[src/rtl/imem_boot_ctrl.sv]
// Boot loader: assembles big-endian bytes into words, writes them to instruction memory
// until HALT_WORD, then hands the memory port to the CPU. Define LOADER_TIMEOUT_EN for an inter-byte timeout.
module imem_boot_ctrl #(
    parameter int unsigned RAM_WIDTH      = 32,
    parameter int unsigned RAM_DEPTH      = 2048,
    parameter logic [31:0] HALT_WORD      = 32'hFFFF_FFFF,
    parameter int unsigned TIMEOUT_CYCLES = 100000
) (
    input  logic                        clka,
    input  logic                        rsta_n,
    input  logic [7:0]                  rx_data,
    input  logic                        rx_valid,
    input  logic                        start,
    input  logic [RAM_WIDTH-1:0]        cpu_pc,
    output logic [RAM_WIDTH-1:0]        mem_addr,
    output logic [RAM_WIDTH-1:0]        mem_din,
    output logic                        mem_we,
    output logic                        cpu_enable,
    output logic                        load_done,
    output logic                        load_err,
    output logic [$clog2(RAM_DEPTH):0]  word_count
);

    localparam int unsigned WC_W = $clog2(RAM_DEPTH) + 1;
    localparam logic [RAM_WIDTH-1:0] LAST_ADDR = RAM_WIDTH'((RAM_DEPTH - 1) * 4);

    if (RAM_DEPTH < 2 || TIMEOUT_CYCLES < 1) begin : g_bad_cfg
        $error("imem_boot_ctrl: RAM_DEPTH must be >= 2 and TIMEOUT_CYCLES >= 1");
    end

    typedef enum logic [2:0] {IDLE, LOAD, WRITE, RUN, ERROR} state_t;

    state_t               state, state_nxt;
    logic [1:0]           byte_cnt;
    logic [31:0]          asm_word;
    logic [RAM_WIDTH-1:0] wr_ptr;
    logic                 restart;
    logic                 accept;
    logic                 timeout;

    assign restart = start && (state == IDLE || state == RUN || state == ERROR);
    // A byte arriving in WRITE is the first byte of the next word.
    assign accept  = rx_valid && (state == LOAD || state == WRITE);

`ifdef LOADER_TIMEOUT_EN
    localparam int unsigned TO_W = $clog2(TIMEOUT_CYCLES + 1);
    logic [TO_W-1:0] to_cnt;
    logic            to_armed;

    assign to_armed = (state == LOAD) && (byte_cnt != 2'd0) && !rx_valid;
    assign timeout  = to_armed && (to_cnt == TO_W'(TIMEOUT_CYCLES - 1));

    always_ff @(posedge clka or negedge rsta_n) begin
        if (!rsta_n)
            to_cnt <= '0;
        else if (to_armed && !timeout)
            to_cnt <= to_cnt + TO_W'(1);
        else
            to_cnt <= '0;
    end
`else
    assign timeout = 1'b0;
`endif

    // NOTE: sequential state uses non-blocking assignments so every register sees pre-edge values.
    always_ff @(posedge clka or negedge rsta_n) begin
        if (!rsta_n)
            state <= IDLE;
        else
            state <= state_nxt;
    end

    // NOTE: next state gets a default first so no path leaves it unassigned (no latch).
    always_comb begin
        state_nxt = state;
        case (state)
            IDLE, RUN, ERROR: if (start) state_nxt = LOAD;
            LOAD: begin
                if (rx_valid && byte_cnt == 2'd3)
                    state_nxt = WRITE;
                else if (timeout)
                    state_nxt = ERROR;
            end
            WRITE: begin
                if (asm_word == HALT_WORD)
                    state_nxt = RUN;
                else if (wr_ptr == LAST_ADDR)
                    state_nxt = ERROR;
                else
                    state_nxt = LOAD;
            end
            default: state_nxt = IDLE;
        endcase
    end

    always_ff @(posedge clka or negedge rsta_n) begin
        if (!rsta_n) begin
            byte_cnt   <= '0;
            asm_word   <= '0;
            wr_ptr     <= '0;
            word_count <= '0;
        end else if (restart) begin
            byte_cnt   <= '0;
            asm_word   <= '0;
            wr_ptr     <= '0;
            word_count <= '0;
        end else begin
            if (accept) begin
                asm_word <= {asm_word[23:0], rx_data};
                byte_cnt <= byte_cnt + 2'd1;
            end
            if (timeout)
                byte_cnt <= '0;
            if (state == WRITE) begin
                word_count <= word_count + WC_W'(1);
                if (state_nxt == LOAD)
                    wr_ptr <= wr_ptr + RAM_WIDTH'(4);
            end
        end
    end

    // Memory-side outputs decode directly from registers, so they hold for the whole cycle.
    assign mem_we     = (state == WRITE);
    assign mem_addr   = (state == RUN) ? cpu_pc : wr_ptr;
    assign mem_din    = RAM_WIDTH'(asm_word);
    assign cpu_enable = (state == RUN);
    assign load_done  = (state == RUN);
    assign load_err   = (state == ERROR);

endmodule
[config.mk]
export PLATFORM = sky130hd
export DESIGN_NAME = imem_boot_ctrl
export DESIGN_NICKNAME = d
export VERILOG_FILES = /design/src/rtl/imem_boot_ctrl.sv
export SDC_FILE = /design/constraint.sdc
export NUM_CORES = 1
export LEC_CHECK = 0
export BUFFER_PORTS_ARGS = -buffer_cell sky130_fd_sc_hd__clkbuf_2
export CAP_MARGIN = 20
export CORE_MARGIN = 1.5
export CORE_UTILIZATION = 52
export DETAILED_ROUTE_END_ITERATION = 10
export PLACE_DENSITY_LB_ADDON = 0.15
export RECOVER_POWER = 100
export SLEW_MARGIN = 30
export SYNTH_ARGS = -nofsm -noshare
export SYNTH_HDL_FRONTEND = slang
export SYNTH_SLANG_ARGS = --single-unit
[constraint.sdc]
create_clock -name clka -period 2.6 [get_ports clka]
set_clock_uncertainty 0.05 [all_clocks]
set_input_delay 0.26 -clock clka [delete_from_list [all_inputs] [get_ports clka]]
set_output_delay 0.26 -clock clka [all_outputs]
set_load 0.005 [all_outputs]
==> out/qor.csv <==
stage,metric,value,unit
outcome,status,completed,
floorplanning,die width,94.2,µm
timing,FMAX,422,MHz
cts,TritonCTS clock tree,done,
timing,TNS Setup,0,ns
min_path,worst hold path type,in2reg,
setup_path,reg2reg end,wr_ptr[24]$_DFFE_PN0P_,
logic_synthesis,post-synth top area share,45.7,%
setup_path,crit path to,wr_ptr[24]$_DFFE_PN0P_,
logic_synthesis,"Top FF cell, synth",dfrtp_1,
cells_and_area,Ant. Diodes,0,
cts,clk sinks,79,
floorplanning,die area,8870,µm²
cts,Root Buffer,clkbuf_8,
timing,post-layout minimum cycle time,2.37,ns
floorplanning,core area,8130,µm²
logic_synthesis,synthesized area,4330,µm²
cts,H-tree Lvls,3,
setup_path,Setup crit start kind,flip-flop,
placement,Placed Cells,696,
power_and_ir_drop,pwr/cell area,757,nW/µm²
logic_synthesis,Synth cell types,49,
cts,Worst-Skew Late Latency,0.35,ns
routing,DRC viols,0,
logic_synthesis,Post-synth ARST share,100,%
logic_synthesis,Synth top cells by count,"97 x nand2_1, 79 x dfrtp_1, 50 x nand3_1",
setup_path,crit-path cells,"or4_1, or4_4, o22ai_2, buf_4, nor2_1, o211ai_1",
logic_synthesis,Post-synth EDFFs,0,
floorplanning,Initial Utilization,53.2,%
floorplanning,Site Rows,33,
timing,final setup vio count,0,
power_and_ir_drop,Sw Pwr,0.00154,W
setup_path,WS Path Type,reg2reg,
cells_and_area,share of layout cells above drive strength 1,23.5,%
logic_synthesis,"Seq/Total Area, Yosys",45.7,%
power_and_ir_drop,Reg power frac,45.4,%
logic_synthesis,Mapped Cells,485,
setup_path,worst r2r path cells,6,
setup_path,reg2reg setup slack,0.23,ns
logic_synthesis,synth warn,0,
logic_synthesis,syn_area_per_cell,8.92,µm²
placement,# port buffers,123,
global_routing,largest net degree at the start of global routing,44,
power_and_ir_drop,Switching Share,39.3,%
logic_synthesis,syn nets,532,
power_and_ir_drop,Pleak,2.51,nW
cells_and_area,final net count,650,
power_and_ir_drop,Pint,0.00239,W
power_and_ir_drop,Clk network pwr share,22.4,%
routing,via count,4139,
global_routing,gr usage total,26.0,%
routing,WL final,11300,µm
setup_path,largest stage delay on the critical path,0.54,ns
timing,worst setup margin,0.230,ns
routing,number of routed nets with antenna violations,0,
cts,"CTS clk-pin slew, worst paths",0.09,ns
routing,Initial DRT Pass Iterations,4,
timing,fin crit share,91.1,%
cts,setup repair bufs after CTS,0,
global_routing,antenna violations before repair,0,
routing,wire length per cell,15.8,µm
timing,RSZ-0062 raised after global routing,false,
global_routing,"Remaining Overflow, GRT",0,
cells_and_area,Area Growth Syn to Fin,20.1,%
cts,Num CTS Buffers,9,
global_routing,first-pass GRT wire length,18100,µm
cts,"Hold-fix buffers, CTS",1,
logic_synthesis,Seq cells post-synth,79,
timing,Slew Limit Fails,0,
floorplanning,IO Count,124,
cts,CTS Buffer Depth,2,
timing,worst slew pin tran,0.972,ns
power_and_ir_drop,largest vdd supply drop,0.535,mV
placement,worst setup slack after placement,0.273,ns
power_and_ir_drop,Pwr Total,0.00393,W
placement,post-DP HPWL,7940,µm
timing,Slew Limit Headroom,35.2,%
global_routing,vias in the first global route,3725,
timing,Fin. Hold Viols,0,
cts,post-CTS resize count,0,
setup_path,Worst Path Max Fanout,16,
setup_path,crit path from,wr_ptr[15]$_DFFE_PN0P_,
logic_synthesis,largest cells by area after synthesis,"dfrtp_1 46%, nand2_1 8.4%, mux2_2 7.5%",
floorplanning,die height,94.2,µm
routing,drt initial violations,241,
job,MaxCap Viol Count,0,
setup_path,CP Capture Type,flip-flop,
power_and_ir_drop,combinational fraction of design power,32.1,%
setup_path,Worst path slowest cell,or4_1,
setup_path,CP required,2.82,ns
routing,Vias per Instance,5.81,
cells_and_area,Layout Cells excl Fill,713,
logic_synthesis,most common cell in the netlist,nand2_1,
placement,GPL Wtd Cong,0.865,
setup_path,Reg2Reg Launch Point,wr_ptr[15]$_DFFE_PN0P_,
setup_path,crit path DAT,2.59,ns
logic_synthesis,Synth area leader,dfrtp_1,
-- worst min path at each step --
stage	startpoint	to	slack, ns	cells past startpoint
global route	rx_data[7]	mem_din[7]$_DFFE_PN0P_	0.05	3
global placement	rsta_n	wr_ptr[21]$_DFFE_PN0P_	0.21	1
finish	rx_data[7]	mem_din[7]$_DFFE_PN0P_	0.04	3
detailed placement	rsta_n	wr_ptr[21]$_DFFE_PN0P_	0.21	1
CTS	rx_data[3]	mem_din[3]$_DFFE_PN0P_	0.03	3
floorplan	rsta_n	byte_cnt[0]$_DFFE_PN0P_	-0.09	0
-- logic make-up after synthesis --
logic type | Yosys count | synth area share, %
flops | 79 | 45.7
compound gates | 58 | 8.04
xor+xnor | 11 | 2.23
buf+inv | 34 | 3.70
mux | 33 | 8.48
simple gates | 267 | 31.0
fa+ha+maj | 3 | 0.868
-- metal layers --
metal  GRT usage, %  part of all wire (%)
met5              0                     0
met4           8.83                   1.5
met3           4.21                   6.5
met2           40.8                    46
met1           36.5                    46
-- registers in the layout (all words and copies together), names as in the netlist --
register / count
mem_din: 32
wr_ptr: 30
word_count: 12
state: 3
byte_cnt: 2
-- cell type report --
type / instances / area [µm²]
Inverter: 2 / 7.51
Clock inverter: 6 / 51.3
Sequential cell: 79 / 1980
Fill cell: 736 / 2940
Tap cell: 105 / 131
Clock buffer: 10 / 138
Multi-Input combinational cell: 372 / 2190
Timing Repair Buffer: 139 / 697
-- cells in the final DEF (no fill, tap or decap), types with 4 or more instances in the layout --
master / instances
xor2_1: 8
mux2i_1: 4
and3_1: 9
nor4_1: 6
nand4_1: 28
nor2_1: 28
o211ai_1: 5
or4_1: 13
mux2_2: 28
a21oi_1: 17
clkbuf_8: 10
o31ai_1: 4
buf_4: 9
clkbuf_1: 44
nand2_1: 97
nand3_1: 50
o21ai_0: 19
dfrtp_1: 79
clkbuf_2: 82
or3_1: 14
-- critical path: cells and delay by family, from the launching register on --
family | cells | cell delay (ns)
AO/OA/AOI/OAI | 2 | 0.40
AND/OR/NAND/NOR | 3 | 1.16
flip-flops | 1 | 0.44
buffers and inverters | 1 | 0.24
-- stage by stage --
stage	cell area (µm²)	utilization (%)	hold slack, ns
global route	5190	63.9	0.0537
floorplan	4330	-	-0.0856
global placement	5070	62.4	0.210
detailed placement	5070	62.4	0.210
CTS	5270	64.8	0.0323
finish	5190	63.9	0.0387
-- power by group through the flow --
stage | registers [W] | logic [W] | clock network (W)
global route | 0.00183 | 0.00143 | 0.000932
finish | 0.00179 | 0.00126 | 0.000882
detailed placement | 0.00181 | 0.00133 | 0
global placement | 0.00179 | 0.00130 | 0
floorplan | 0.00174 | 0.000784 | 0
CTS | 0.00178 | 0.00134 | 0.000887
(Power assumes the default switching activity.)
